==> src/rtl/layer_output_collector.sv <==
// -----------------------------------------------------------------------------
// layer_output_collector
//
// Purpose:
//   Collects a serial stream of neuron results (one dataWidth word per
//   valid/ready handshake) into a packed numOutputs-word frame for the
//   argmax/hardmax stage. Slot i lives at dataOut[i*dataWidth +: dataWidth].
//   A completed frame is held stable with outValid until outAck, after which
//   the next frame is accepted.
//
// Ports:
//   clk        in   rising-edge clock
//   reset      in   asynchronous, active-high reset
//   inData     in   incoming neuron output word (raw bits)
//   inValid    in   inData is valid this cycle
//   inReady    out  collector accepts a word this cycle (registered)
//   flush      in   synchronous abort of the current frame
//   outAck     in   consumer has taken the frame
//   dataOut    out  packed frame, slot 0 in the LSBs (registered)
//   outValid   out  dataOut holds a complete frame (decoded from state)
//   wordCount  out  words accepted in the current partial frame
//   overrunErr out  sticky: inValid seen while the frame was full
//
// numOutputs must be at least 2.
// -----------------------------------------------------------------------------
module layer_output_collector #(
  parameter int dataWidth    = 16,
  parameter int numOutputs   = 10,
  parameter int addressWidth = $clog2(numOutputs)
) (
  input  logic                            clk,
  input  logic                            reset,
  input  logic [dataWidth-1:0]            inData,
  input  logic                            inValid,
  output logic                            inReady,
  input  logic                            flush,
  input  logic                            outAck,
  output logic [dataWidth*numOutputs-1:0] dataOut,
  output logic                            outValid,
  output logic [addressWidth-1:0]         wordCount,
  output logic                            overrunErr
);

  localparam logic [0:0] FILL = 1'b0;
  localparam logic [0:0] FULL = 1'b1;

  localparam logic [addressWidth-1:0] LAST_SLOT = addressWidth'(numOutputs - 1);
  localparam logic [addressWidth-1:0] ONE       = addressWidth'(1);

  logic [0:0]              state_reg;
  logic [0:0]              state_next;
  logic [addressWidth-1:0] count_reg;
  logic [addressWidth-1:0] count_next;
  logic                    in_ready_reg;
  logic                    overrun_reg;
  logic                    accept;
  logic                    last_slot;

  // in_ready_reg is only ever set while the state is FILL, so it alone
  // qualifies the handshake. It is a separate flop (rather than a decode of
  // state) so that it reads 0 throughout reset and rises after the first
  // clock edge following release.
  assign accept    = inValid && in_ready_reg && !flush;
  assign last_slot = (count_reg == LAST_SLOT);

  // ---------------------------------------------------------------------------
  // Next-state / slot-count logic. flush outranks everything else.
  // ---------------------------------------------------------------------------
  always_comb begin
    state_next = state_reg;
    count_next = count_reg;
    if (flush) begin
      state_next = FILL;
      count_next = '0;
    end else begin
      case (state_reg)
        FILL: begin
          if (accept) begin
            if (last_slot) begin
              state_next = FULL;
              count_next = '0;
            end else begin
              count_next = count_reg + ONE;
            end
          end
        end
        FULL: begin
          // A word offered in the ack cycle is not taken; inReady rises
          // on the following cycle and upstream simply retries.
          if (outAck) begin
            state_next = FILL;
          end
        end
        default: begin
          state_next = FILL;
          count_next = '0;
        end
      endcase
    end
  end

  always_ff @(posedge clk or posedge reset) begin
    if (reset) begin
      state_reg    <= FILL;
      count_reg    <= '0;
      in_ready_reg <= 1'b0;
    end else begin
      state_reg    <= state_next;
      count_reg    <= count_next;
      in_ready_reg <= (state_next == FILL);
    end
  end

  // Sticky overrun flag: upstream pushed while the frame was waiting for the
  // consumer. Nothing is lost (inReady was low), it only flags the stall.
  always_ff @(posedge clk or posedge reset) begin
    if (reset) begin
      overrun_reg <= 1'b0;
    end else if ((state_reg == FULL) && inValid) begin
      overrun_reg <= 1'b1;
    end
  end

  // ---------------------------------------------------------------------------
  // Frame storage: one register per slot with its own write enable. Slots are
  // only zeroed by reset; flush and ack leave old contents in place, since
  // outValid is the sole qualifier of dataOut.
  // ---------------------------------------------------------------------------
  generate
    for (genvar gi = 0; gi < numOutputs; gi++) begin : g_slot
      logic [dataWidth-1:0] slot_reg;
      logic                 slot_we;

      assign slot_we = accept && (count_reg == addressWidth'(gi));

      always_ff @(posedge clk or posedge reset) begin
        if (reset) begin
          slot_reg <= '0;
        end else if (slot_we) begin
          slot_reg <= inData;
        end
      end

      assign dataOut[gi*dataWidth +: dataWidth] = slot_reg;
    end
  endgenerate

  assign inReady    = in_ready_reg;
  assign outValid   = (state_reg == FULL);
  assign wordCount  = count_reg;
  assign overrunErr = overrun_reg;

endmodule

==> config.mk <==
export PLATFORM = sky130hd
export DESIGN_NAME = layer_output_collector
export DESIGN_NICKNAME = d
export VERILOG_FILES = /design/src/rtl/layer_output_collector.sv
export SDC_FILE = /design/constraint.sdc
export NUM_CORES = 1
export LEC_CHECK = 0
export ABC_AREA = 1
export ABC_CLOCK_PERIOD_IN_PS = 6650
export CAP_MARGIN = 20
export CORE_MARGIN = 5
export CORE_UTILIZATION = 40
export CTS_CLUSTER_SIZE = 40
export DETAILED_ROUTE_END_ITERATION = 16
export GPL_TIMING_DRIVEN = 0
export HOLD_SLACK_MARGIN = 0.03
export MAX_ROUTING_LAYER = met4
export PLACE_DENSITY_LB_ADDON = 0.25
export SLEW_MARGIN = 10
export SYNTH_ARGS = -nofsm -noshare
export SYNTH_HDL_FRONTEND = slang
export SYNTH_SLANG_ARGS = --single-unit
==> constraint.sdc <==
create_clock -name clk -period 6.65 [get_ports clk]
set_clock_uncertainty 0.15 [all_clocks]
set_input_delay 0.665 -clock clk [delete_from_list [all_inputs] [get_ports clk]]
set_output_delay 0.665 -clock clk [all_outputs]
set_load 0.02 [all_outputs]
==> flow_summary.yaml <==
route:
  dr_total_vias: 5623
  avgViaCountPerCell: 4.85
  dr.pass1.iters: 4
  routed_wl_um: 20700
  avgRoutedWirePerCell_um: 17.8
  drtAntennaViolNets: 0
  drc: 0
  drt_iter0_markers: 378
critical_path:
  r2r_start: "inReady$_DFF_PP0_"
  max_stage_delay_ns: 0.66
  crit_buf_inv: 1
  r2r-end: "g_slot[0].slot_reg[5]$_DFFE_PP0P_"
  critPathTopFamily: "buffers and inverters"
  crit_required_ns: 5.83
  r2r_cells: 6
  path_cells: "clkdlybuf4s50_1"
  slowest_stage: "clkdlybuf4s50_1"
  reg2reg_setup_slack_ns: 4.84
  start_kind: "flip-flop"
  critical_path_class: "flip-flop to output port"
  cp_max_fo: 8
  arrival_ns: 1.54
  cp-end-kind: "output port"
final_layout:
  final_cell_mix: "311 x nand2_1, 171 x clkdlybuf4s50_1, 167 x dfrtp_1"
  final_area_sq_um: 9340
  nets: 947
  drive_above_1_share: 0.104
  layout_commonest_cell: "nand2_1"
  largest_reg_flops: 160
  syn_to_final_growth_pct: 40.3
  insertedDiodeCount: 0
  fill_cells: 1528
sta:
  worstMarginPinSlew_ns: 0.750
  setup_viol: 0
  slew_viol_final: 0
  fmax_mhz: 424
  timing.final.crit_share: 0.355
  finalHoldViolCount: 0
  timing.final.crit_period_ns: 2.36
  max-slew-margin-rel: 0.500
  fin_ws_ns: 4.29
  rsz0062_at_grt: "no"
global_routing:
  antenna_found_initial: 0
  grt_max_degree: 86
  grt_pass1_vias: 5565
  grt_pass1_wl_um: 32400
  grt_usage: 0.222
  grt-ovfl-total: 0
clock_network:
  clk_pin_slew_ns: 0.07
  cts_sinks: 167
  cts_tree: "done"
  post_cts_buffers: 0
  root_buffer: "clkbuf_16"
  h-tree-depth: 4
  cts_buffers: 17
  clk_path_buf_depth: 2
  ctsResizeCount: 0
  clock_latency_ns: 0.42
  hold_buffers: 0
worst_hold_path:
  worstHoldPathCells: 1
  min-delay-start: "overrunErr$_DFFE_PP0P_"
  min_to: "overrunErr$_DFFE_PP0P_"
  hold_class: "flip-flop to flip-flop"
job:
  max_cap_violations: 0
synth:
  syn-mean-instance-area_sq_um: 9.06
  synth.distinct_cells: 18
  yosys_warnings: 0
  yosysTopAreaCell: "dfrtp_1"
  netlist_area_sq_um: 6660
  synth_top_area_frac: 0.628
  synth_cells: 735
  syn_nets: 756
  yosysSeqAreaShare: 0.628
  yosys-top-cells-area: "dfrtp_1 63%, nand2_1 18%, nand3_1 7.4%"
  synth_seq_cells: 167
place:
  dp_hpwl_um: 14300
  portBuffers: 171
  gp_congestion: 0.812
  pre_cts_ws_ns: 4.02
  placed_cell_area_sq_um: 8680
die:
  die_y_um: 139
  design.portCount: 188
  die_width_um: 139
  die-area_sq_um: 19300
  start_util: 0.404
  row_count: 47
  coreArea_sq_um: 16500
power_and_ir_drop:
  p_leak_uw: 0.00468
  power_density_nw_per_um2: 315
  vdd_drop_max_mv: 0.186
outcome:
  status: "finished clean"
where the power goes:
group          switching, uW  internal, uW  total [uW]
clock network            413           681        1090
logic                    363           269         632
registers               73.4          1140        1210
synthesized netlist by cell type:
cell type,instances
a21o_1,1
o21ai_0,32
buf_6,1
clkbuf_1,9
a21oi_2,1
inv_1,28
nor2_1,6
buf_2,37
inv_2,2
clkbuf_2,1
dfrtp_1,167
buf_4,2
o21ai_1,18
nand2_1,311
nor2_2,1
nor2_4,8
nand2_2,11
nand3_1,99
how the worst max path moves through the flow:
stage	from	endpoint	slack, ns	depth (start not counted)
floorplan	reset	g_slot[0].slot_reg[0]$_DFFE_PP0P_	1.32	1
global placement	reset	g_slot[6].slot_reg[3]$_DFFE_PP0P_	-1.01	2
detailed placement	inValid	g_slot[0].slot_reg[7]$_DFFE_PP0P_	4.02	7
CTS	wordCount[0]$_DFFE_PP0P_	wordCount[0]	4.26	1
global route	wordCount[0]$_DFFE_PP0P_	wordCount[0]	4.24	1
finish	wordCount[0]$_DFFE_PP0P_	wordCount[0]	4.29	1
area by class of cell:
class	count	area, sq um	area share
Sequential cell	167	4180	0.447
Inverter	30	120	0.0129
Buffer	50	250	0.0268
Multi-Input combinational cell	488	2120	0.227
Clock buffer	18	439	0.0470
Tap cell	220	275	0.0295
Timing Repair Buffer	172	1740	0.186
Clock inverter	14	221	0.0237
cell families (layout without fill, tap and decap cells):
group	Yosys count	after routing	synth area share
AND/OR/NAND/NOR	436	436	0.278
flip-flops	167	167	0.628
buffers and inverters	80	284	0.0545
AO/OA/AOI/OAI	52	52	0.0400
per-stage QoR:
| step | power [uW] | hold WS [ns] | utilization | setup TNS (ns) | cells |
|---|---|---|---|---|---|
| after global placement | 1860 | 0.290 | 0.525 | -166.63 | 1126 |
| after floorplan | 1530 | 0.415 | - | 0 | 735 |
| final | 2940 | 0.306 | 0.567 | 0 | 1159 |
| after global routing | 3060 | 0.319 | 0.567 | 0 | 1159 |
| after detailed placement | 1870 | 0.293 | 0.527 | 0 | 1127 |
| after CTS | 2960 | 0.309 | 0.567 | 0 | 1159 |
metal layers:
metal | global-route usage | vias up | part of all wire
met5 | - | - | 0
met4 | 0.0489 | 0 | 0.010
met3 | 0.0579 | 20 | 0.063
met2 | 0.347 | 170 | 0.47
met1 | 0.293 | 2738 | 0.45
li1 | - | 2695 | -
Power figures use the tool's default switching activity.
